File: config.mk
export PLATFORM = sky130hd
export DESIGN_NAME = fizz_buzz_gen
export DESIGN_NICKNAME = d
export VERILOG_FILES = /design/src/rtl/fizzbuzz_pkg.sv /design/src/rtl/mod_counter.sv /design/src/rtl/fizz_buzz_gen.sv
export SDC_FILE = /design/constraint.sdc
export NUM_CORES = 1
export LEC_CHECK = 0
export ABC_CLOCK_PERIOD_IN_PS = 2100
export BUFFER_PORTS_ARGS = -buffer_cell sky130_fd_sc_hd__buf_2
export CORE_MARGIN = 5
export CORE_UTILIZATION = 40
export DETAILED_ROUTE_END_ITERATION = 7
export HOLD_SLACK_MARGIN = 0.06
export SYNTH_ARGS = -nofsm -noshare
export SYNTH_HDL_FRONTEND = slang
export SYNTH_HIERARCHICAL = 1
export SYNTH_SLANG_ARGS = --single-unit
File: constraint.sdc
create_clock -name clk -period 2.1 [get_ports clk]
set_clock_uncertainty 0.1 [all_clocks]
set_input_delay 0.105 -clock clk [delete_from_list [all_inputs] [get_ports clk]]
set_output_delay 0.105 -clock clk [all_outputs]
set_load 0.02 [all_outputs]
File: src/rtl/fizzbuzz_pkg.sv
// Shared constants and state encoding for the fizz/buzz sequence generator.
package fizzbuzz_pkg;

  localparam int WIDTH_DEFAULT = 8;

  typedef enum logic {
    IDLE = 1'b0,
    RUN  = 1'b1
  } state_e;

endpackage

File: src/rtl/mod_counter.sv
// Modulo-MOD counter: loads 1, wraps MOD-1 -> 0 on inc, flags a zero count.
module mod_counter #(
  parameter int MOD = 3
) (
  input  logic                                  clk,
  input  logic                                  rst,
  input  logic                                  load,
  input  logic                                  inc,
  output logic [((MOD > 1) ? $clog2(MOD) : 1)-1:0] cnt,
  output logic                                  zero
);

  localparam int CW = (MOD > 1) ? $clog2(MOD) : 1;

  // NOTE: sequential state uses non-blocking assignments so every flop samples
  // pre-edge values, independent of process ordering.
  always_ff @(posedge clk or posedge rst) begin
    if (rst) begin
      cnt <= '0;
    end else if (load) begin
      cnt <= CW'(1 % MOD);
    end else if (inc) begin
      cnt <= (cnt == CW'(MOD - 1)) ? '0 : cnt + CW'(1);
    end
  end

  assign zero = (cnt == '0);

endmodule

File: src/rtl/fizz_buzz_gen.sv
// Streams n = 1..limit with divisible-by-3/5 flags over a valid/ready handshake.
module fizz_buzz_gen
  import fizzbuzz_pkg::*;
#(
  parameter int WIDTH = WIDTH_DEFAULT
) (
  input  logic             clk,
  input  logic             rst,
  input  logic             start,
  input  logic [WIDTH-1:0] limit,
  output logic [WIDTH-1:0] n,
  output logic             fizz,
  output logic             buzz,
  output logic             last,
  output logic             out_valid,
  input  logic             out_ready,
  output logic             busy
);

  state_e           state_q, state_d;
  logic [WIDTH-1:0] n_q;
  logic [WIDTH-1:0] limit_q;
  logic             load;
  logic             advance;
  logic             done;
  logic             running;
  logic             at_last;
  logic [1:0]       m3_cnt;
  logic [2:0]       m5_cnt;
  logic             m3_zero;
  logic             m5_zero;
  logic             unused_cnt;

  assign running = (state_q == RUN);
  assign at_last = (n_q == limit_q);

  always_ff @(posedge clk or posedge rst) begin
    if (rst) state_q <= IDLE;
    else     state_q <= state_d;
  end

  // NOTE: every output of this block gets a default first, so no path leaves
  // a signal unassigned and no latch is inferred.
  always_comb begin
    state_d = state_q;
    load    = 1'b0;
    advance = 1'b0;
    done    = 1'b0;
    unique case (state_q)
      IDLE: begin
        if (start && (limit != '0)) begin
          state_d = RUN;
          load    = 1'b1;
        end
      end
      RUN: begin
        if (out_ready) begin
          if (at_last) begin
            state_d = IDLE;
            done    = 1'b1;
          end else begin
            advance = 1'b1;
          end
        end
      end
      default: state_d = IDLE;
    endcase
  end

  // n is bounded by the captured limit, so it can never wrap past all-ones.
  always_ff @(posedge clk or posedge rst) begin
    if (rst) begin
      n_q     <= '0;
      limit_q <= '0;
    end else if (load) begin
      n_q     <= WIDTH'(1);
      limit_q <= limit;
    end else if (advance) begin
      n_q <= n_q + WIDTH'(1);
    end else if (done) begin
      n_q <= '0;
    end
  end

  mod_counter #(.MOD(3)) u_mod3 (
    .clk  (clk),
    .rst  (rst),
    .load (load),
    .inc  (advance),
    .cnt  (m3_cnt),
    .zero (m3_zero)
  );

  mod_counter #(.MOD(5)) u_mod5 (
    .clk  (clk),
    .rst  (rst),
    .load (load),
    .inc  (advance),
    .cnt  (m5_cnt),
    .zero (m5_zero)
  );

  // Raw counts are only needed through their zero flags.
  assign unused_cnt = ^{m3_cnt, m5_cnt};

  assign out_valid = running;
  assign busy      = running;
  assign n         = running ? n_q : '0;
  assign fizz      = running && m3_zero;
  assign buzz      = running && m5_zero;
  assign last      = running && at_last;

endmodule

==> results of run 1 <==
-- cell type report --
cell class,instances,area [sq um],area share
clock inverters,1,30.0,0.0192
inverters,6,25.0,0.0160
flip-flops and latches,22,551,0.352
well taps,33,41.3,0.0264
repair buffers,38,250,0.160
multi-input cells,86,643,0.412
clock buffers,3,22.5,0.0144
-- sequential cells by signal (all words and copies together), names as in the netlist --
register / count
busy: 1
limit_q: 8
u_mod3/cnt: 2
u_mod5/cnt: 3
n_q: 8
-- cell usage in the layout, fill, tap and decap left out, types with 3 or more instances in the layout --
| cell | synthesis | routed |
|---|---|---|
| sky130_fd_sc_hd__nor2_1 | 5 | 5 |
| sky130_fd_sc_hd__dlygate4sd3_1 | 0 | 10 |
| sky130_fd_sc_hd__nor3_1 | 5 | 5 |
| sky130_fd_sc_hd__buf_2 | 1 | 24 |
| sky130_fd_sc_hd__dfrtp_1 | 22 | 22 |
| sky130_fd_sc_hd__nand3_1 | 3 | 3 |
| sky130_fd_sc_hd__and2_1 | 12 | 12 |
| sky130_fd_sc_hd__mux2_2 | 8 | 8 |
| sky130_fd_sc_hd__a221o_1 | 3 | 3 |
| sky130_fd_sc_hd__nor2b_1 | 3 | 3 |
| sky130_fd_sc_hd__clkbuf_4 | 0 | 3 |
| sky130_fd_sc_hd__a21oi_1 | 6 | 6 |
| sky130_fd_sc_hd__inv_1 | 5 | 5 |
| sky130_fd_sc_hd__buf_4 | 1 | 4 |
| sky130_fd_sc_hd__a21o_1 | 3 | 3 |
| sky130_fd_sc_hd__ha_1 | 3 | 3 |
| sky130_fd_sc_hd__nand2_1 | 4 | 4 |
| sky130_fd_sc_hd__xnor2_1 | 8 | 8 |
-- layer usage --
layer	up-vias	track usage
met5	-	0
met4	0	0.0466
met3	2	0.0274
met2	14	0.250
met1	479	0.177
li1	493	-
-- logic make-up (layout without fill, tap and decap cells) --
kind of cell / count (synthesis) / in the layout / share of synthesized area
AOI/OAI and AO/OA: 23 / 23 / 0.147
and+or+nand+nor: 43 / 43 / 0.206
xor gates and xnor gates: 8 / 8 / 0.0567
DFF: 22 / 22 / 0.446
buffers and inverters: 9 / 48 / 0.0334
adders and majority gates: 3 / 3 / 0.0304
muxes: 9 / 9 / 0.0811
-- critical path, delay by kind of cell --
family	cells	cell delay, ns
buffers and inverters	2	0.66
AO/OA/AOI/OAI	4	0.97
AND/OR/NAND/NOR	1	0.35
-- power by group through the flow --
stage | sequential, uW | combinational [uW] | clock [uW]
6_report | 755 | 958 | 321
5_1_grt | 781 | 1050 | 349
4_1_cts | 755 | 967 | 332
3_5_place_dp | 764 | 942 | 0
3_3_place_gp | 753 | 907 | 0
2_1_floorplan | 735 | 707 | 0
-- stage by stage --
step / cells / power [uW] / hold WS, ns / util / area, sq um
after floorplan: 117 / 1440 / -0.254 / - / 1230
after global placement: 175 / 1660 / -0.123 / 0.470 / 1410
after detailed placement: 175 / 1710 / -0.118 / 0.470 / 1410
after CTS: 189 / 2050 / 0.0929 / 0.520 / 1560
after global routing: 189 / 2180 / 0.118 / 0.520 / 1560
final: 189 / 2030 / 0.111 / 0.520 / 1560
-- how the worst min path moves through the flow --
stage / start / endpoint / slack (ns) / cells past startpoint
after global routing: rst / u_mod3/cnt[0]$_DFFE_PP0P_ / 0.12 / 3
after floorplan: rst / u_mod3/cnt[0]$_DFFE_PP0P_ / -0.25 / 1
final: rst / u_mod3/cnt[0]$_DFFE_PP0P_ / 0.11 / 3
after global placement: rst / u_mod3/cnt[0]$_DFFE_PP0P_ / -0.12 / 2
after detailed placement: rst / u_mod3/cnt[0]$_DFFE_PP0P_ / -0.12 / 2
after CTS: rst / u_mod3/cnt[0]$_DFFE_PP0P_ / 0.09 / 3
==> results.txt, run 1 <==
The flow ran to the end, and the final reports show no timing, DRC or antenna violations. The biggest area contributor in the post-synthesis netlist is sky130_fd_sc_hd__dfrtp_1. Clock-pin slew was measured on the worst setup and hold paths at 0.12 ns. The routed length on met1 came out at 1.26 mm. The final wirelength is 2.74 mm. The worst-case IR drop observed on VDD is 0.563 mV.

The portion of synthesized cell area occupied by the leading cell type came out at 0.446. The slowest stage of the critical path belongs to the cell sky130_fd_sc_hd__dlygate4sd3_1. The amount of wire on met2 after detailed routing is 1.39 mm. The most critical setup path has its endpoint at n_q[6]$_DFFE_PP0P_. In this run the number of H-tree levels came out at 1.

Setup repair after global routing left no endpoint under its margin. The uppermost signal routing layer after detailed routing is met4. The register area share after synthesis came out at 0.446. The number of placement rows came out at 20. The cell that appears most often on the critical path is sky130_fd_sc_hd__a21oi_1. In the routed design, unresolved DRC markers number 0. The commonest cells after synthesis are 22 x sky130_fd_sc_hd__dfrtp_1, 12 x sky130_fd_sc_hd__and2_1, 8 x sky130_fd_sc_hd__mux2_2, 8 x sky130_fd_sc_hd__xnor2_1, 6 x sky130_fd_sc_hd__a21oi_1. For this design the static power due to leakage is 0.000748 uW. The clock share of power came out at 0.158.

In the final layout, the share of cells above drive strength 1 is 0.308. The arrival time reported for the critical path endpoint is 2.09 ns. Measured against its own limit, the worst slew margin works out to 0.567. The slew at the pin closest to its max-slew limit is 0.649 ns. Of the total power, combinational logic draws 0.471.

The critical setup path kind is input pin to flop. The max-slew violation count came out at 0. The mean area per synthesized cell came out at 10.6 sq um.

The floorplan core area came out at 3000 sq um. The worst register-to-register path begins at n_q[3]$_DFFE_PP0P_. The critical path starts at limit[1]. Of the total power, the share spent switching nets is 0.385. The post-synthesis net count came out at 132. The data required time at the worst endpoint is 2.25 ns. The total of fill cells in the finished design is 282.

The number of hold-slack violations in the final timing report was 0. The register-to-register setup slack is 0.28 ns. The number of buffers created by CTS came out at 3. The maximum clock insertion buffer count came out at 2.

Sorting the synthesized cells by area gives the leading types as sky130_fd_sc_hd__dfrtp_1 45%, sky130_fd_sc_hd__mux2_2 7.3%, sky130_fd_sc_hd__and2_1 6.1%. The overall overflow remaining after global route came out at 0. The smallest setup slack after layout came out at 0.163 ns. For this configuration, the core starts out at a cell density of 0.411. The initial antenna violation count is 0. Detailed placement ended at an HPWL of 2.02 mm.

The minimum clock period after layout is 1.94 ns. The die covers 4300 sq um. The setup fix buffers added after clock tree synthesis is 0. The final net count is 172. The classification of the worst-slack hold path is input pin to async pin. The setup TNS after final layout is 0 ns.

The number of warnings printed during yosys synthesis came out at 6. The total setup violations reported at the end of the flow is 0. The clock root buffer is sky130_fd_sc_hd__clkbuf_4.

The worst reg2reg path endpoint is u_mod5/cnt[0]$_DFFE_PP0P_. The via count of the first global-routing pass is 1,045. The pre-CTS setup slack came out at 0.302 ns. The routed layout has 988 vias. The peak per-stage delay on the critical path is 0.53 ns. The worst reg-to-reg path cell count is 6. The hold-fix buffer count after cts came out at 10. Of the available clock period, the critical path in the final layout requires 0.922. The antenna diode instance count is 0. The total internal power is 1250 uW.

Counting flops with a built-in enable in the synthesized netlist gives 0. During placement, the flow inserted port buffers numbering 24. The critical path goes through dlygate4sd3_1 -> buf_2 -> nor4_1 -> a21oi_1 -> a21oi_1 -> o21bai_1 -> a22o_2.

In this run the horizontal extent of the chip is 65.6 um. The post-synthesis instance total is 117. The first-iteration detailed-routing DRC count is 27. In this run the remaining antenna-violating nets after routing total 0. Max-cap violations in this run came to 0. The type of destination of the critical path is a flop. The I/O pin total came out at 25. The number of sinks driven by the clock tree came out at 22. The power per unit of standard cell area is 1300 nW/um^2. The combined global-route utilization of all metal layers came out at 0.143. Of all nets on the critical path, the largest fanout is 7.

In this run, distinct cell masters in the synthesized netlist total 33. The leading cell type by number of instances after synthesis is sky130_fd_sc_hd__dfrtp_1. The post-cts resize count came out at 0. The net switching component of the power came out at 783 uW.

The detail-routed via count per cell is 5.23. The worst-skew pair later-pin latency is 0.30 ns. The wire length of the first global-routing pass is 4.74 mm. The clock tree from TritonCTS is yes. The startpoint class of the critical path is an input pin.

The number of flip-flops and latches in the synthesized netlist is 22. The global placement routability congestion came out at 0.768. The sequential cell fraction of total power is 0.371.

The total length of routed met3 wires is 82 um. The average detailed-routed wire length per instance is 14.5 um. The die outline height came out at 65.6 um. The area of the mapped netlist came out at 1230 sq um. The area overhead of the layout relative to synthesis came out at 26.5%. The peak clock frequency supported by timing is 516 MHz.

After synthesis, the share of flip-flops with an asynchronous set or reset is 1.00. The maximum number of pins on one net before global-route repair came out at 18. The most used flip-flop cell after synthesis is sky130_fd_sc_hd__dfrtp_1. The length of the first detailed-routing pass in iterations is 4.
(Power assumes the default switching activity.)
==> inputs of run 2 (changes only) <==
- ABC_CLOCK_PERIOD_IN_PS: 2100 -> 1700
- clock period: 2.1 -> 1.7 ns (I/O delays scaled with it)
==> run 2 against run 1 <==
Net effect:
- the run now ends with negative setup slack left
- worst hold slack worse by 0.031 ns
- highest routed layer unchanged
- non-clock buffer count up 14
- largest cell class unchanged
- cell count is 7.4% higher
==> results.txt, run 2 (same netlist as run 1, synthesis figures left out) <==
The run finished, with violations left. The checks that failed: negative setup slack. The tool flagged a number of max-cap violations equal to 0. Of the cells placed in the final design, the portion with a size suffix greater than 1 is 0.465. The area of placed instances came out at 1480 sq um. Traced cell by cell, the critical path runs through xnor2_1 -> nand4_2 -> o21bai_4 -> inv_4 -> a21boi_2 -> a211o_1.

The die outline height is 65.6 um. After global routing, the most crowded layer is met2. The top cell types in the final layout, fill and taps aside, are 22 x sky130_fd_sc_hd__dfrtp_1, 22 x sky130_fd_sc_hd__buf_2, 16 x sky130_fd_sc_hd__buf_4.

The largest registers in the layout are limit_q: 8 flops, n_q: 8 flops, u_mod5/cnt: 3 flops. The number of sinks driven by the clock tree came out at 22. The count of vias placed by the detailed router came out at 1,081. The maximum number of pins on one net before global-route repair is 18. The classification of the worst-slack hold path is input pin to async pin.

The full die area is 4300 sq um. For this run, the total global-route usage over all layers was measured as 0.154. The worst-skew pair later-pin latency came out at 0.32 ns. Setup repair after global routing could not meet its margin everywhere. The peak clock frequency supported by timing came out at 581 MHz. The cell area after layout is 1780 sq um.

The maximum vdd drop came out at 0.821 mV. The longest clock path from root to sink contains 2 buffers. The share of total power dissipated in sequential elements is 0.344. Dividing the final minimum period by the clock period gives 1.01. The register-to-register setup slack is -0.02 ns. The critical path is of the flop to flop type. The number of levels the H-tree was split into is 1.

The floorplan core area is 3000 sq um. The count of buffering cells on the critical path with inverters included is 1. The slew at the pin closest to its max-slew limit came out at 0.643 ns. The startpoint identified for the worst register-to-register timing path is limit_q[3]$_DFFE_PP0P_.

The type of destination of the critical path is a flop. For this configuration, the core starts out at a cell density of 0.411. Counting the fill cells in the layout gives 264. The worst reg2reg path endpoint is u_mod5/cnt[0]$_DFFE_PP0P_. The met1 track demand over resource in global routing came out at 0.187. The final wirelength came out at 3.10 mm.

The via count of the first global-routing pass came out at 1,119. The root buffer cell chosen for the clock tree is sky130_fd_sc_hd__clkbuf_4. The HPWL after detailed placement is 2.23 mm. The max-slew violation count was 0.

The clock share of power came out at 0.108. The number of buffers created by CTS is 3. The length of the first detailed-routing pass in iterations is 5.

The final net count is 186. The number of placement rows is 20. The worst slew slack as a fraction of its limit is 0.571.

The horizontal extent of the die is 65.6 um. The initial antenna violation count is 0. The peak per-stage delay on the critical path is 0.43 ns.

The average detailed-routed wire length per instance is 15.3 um. For this design the ratio of total power to cell area is 1540 nW/um^2. The data required time at the worst endpoint is 1.82 ns. The count of nets left with antenna violations after detail routing is 0.

For this run, global-route usage on met3 was measured as 0.0308. The number of antenna diodes in the final layout is 0. Summed over all failing endpoints, the final setup total negative slack is -0.0335 ns. For this run the aggregate overflow at the end of global routing stands at 0. The smallest setup slack after layout came out at -0.0214 ns. The worst reg-to-reg path cell count is 6. The count of port buffers added during placement came out at 24. TritonCTS built the clock tree.

Compared with the post-synthesis result, the final layout area differs by 43.8%. In this design, the largest share of critical-path delay is due to compound AO/OA/AOI/OAI gates. The net switching component of the power is 1110 uW. The startpoint class of the critical path is a flop. The congestion estimate from routability-driven global placement came to 0.709. For this block, the initial DRC count from the detailed router was 29. The slowest stage of the critical path is the sky130_fd_sc_hd__dfrtp_1 cell. The peak fanout along the critical path is 8. The clock transition at the registers of the reported paths came out at 0.13 ns.

The global-route met2 utilization is 0.264. The final routed DRC violation total came out at 0. In this run the static leakage power is 0.000849 uW.

The logic gate share of total power came out at 0.548. The number of placed instances, taps included came out at 184. The switching power share of the total is 0.404. The final standard cell count with taps included and fillers excluded came out at 203. The internal portion of the total power is 1630 uW. The number of hold-slack violations in the final timing report is 0. The I/O pin total came out at 25. The arrival time reported for the critical path endpoint came out at 1.84 ns. The wire length of the first global-routing pass came out at 5.03 mm. The detail-routed via count per cell is 5.33. The total setup violations reported at the end of the flow is 2. The minimum clock period after layout came out at 1.72 ns.
## run 2: worst min-delay path, delay by kind of cell
kind                   cells  cell delay (ns)
buffers and inverters      3             0.78
## run 2: per-layer routing
layer,up-vias,wire (um)
li1,520,-
met1,540,1340
met2,16,1610
met3,5,104
met4,0,52
met5,-,0
## run 2: through the flow
step	power (uW)	util	hold WS, ns	worst slack [ns]
CTS	2570	0.554	0.0697	-0.0429
detailed placement	2210	0.493	-0.137	-0.00138
finish	2740	0.591	0.0803	-0.0214
floorplan	1790	-	-0.274	-0.00539
global placement	2150	0.493	-0.141	0.0614
global route	2920	0.591	0.0952	-0.0965
## run 2: power groups by stage
stage	clock [uW]	combinational, uW	sequential (uW)
4_1_cts	307	1350	915
5_1_grt	327	1630	967
3_3_place_gp	0	1240	906
3_5_place_dp	0	1290	922
6_report	297	1500	942
2_1_floorplan	0	880	910
## run 2: area by class of cell
cell class	count	area (sq um)	area share
Sequential cell	22	551	0.310
Multi-Input combinational cell	86	748	0.421
Inverter	6	25.0	0.0141
Tap cell	33	41.3	0.0233
Timing Repair Buffer	52	374	0.211
Clock buffer	4	36.3	0.0204
## run 2: worst max path at each step
stage	start	end	slack, ns	cells past startpoint
after floorplan	n_q[5]$_DFFE_PP0P_	u_mod5/cnt[0]$_DFFE_PP0P_	-0.005	6
after global placement	limit_q[2]$_DFFE_PP0P_	u_mod5/cnt[0]$_DFFE_PP0P_	0.06	6
after detailed placement	limit_q[6]$_DFFE_PP0P_	u_mod5/cnt[0]$_DFFE_PP0P_	-0.001	6
after CTS	n_q[3]$_DFFE_PP0P_	last	-0.04	5
after global routing	n_q[4]$_DFFE_PP0P_	last	-0.1	5
final	limit_q[3]$_DFFE_PP0P_	u_mod5/cnt[0]$_DFFE_PP0P_	-0.02	6
## run 2: repair_timing
action | in CTS | in global routing
cloned | 0 | 0
hold buffers | 11 | 0
gates resized for setup | 5 | 19
buffers inserted | 2 | 2
hold endpoints to repair | 31 | 0
pin swaps | 7 | 7
endpoints found under the setup margin | 4 | 13
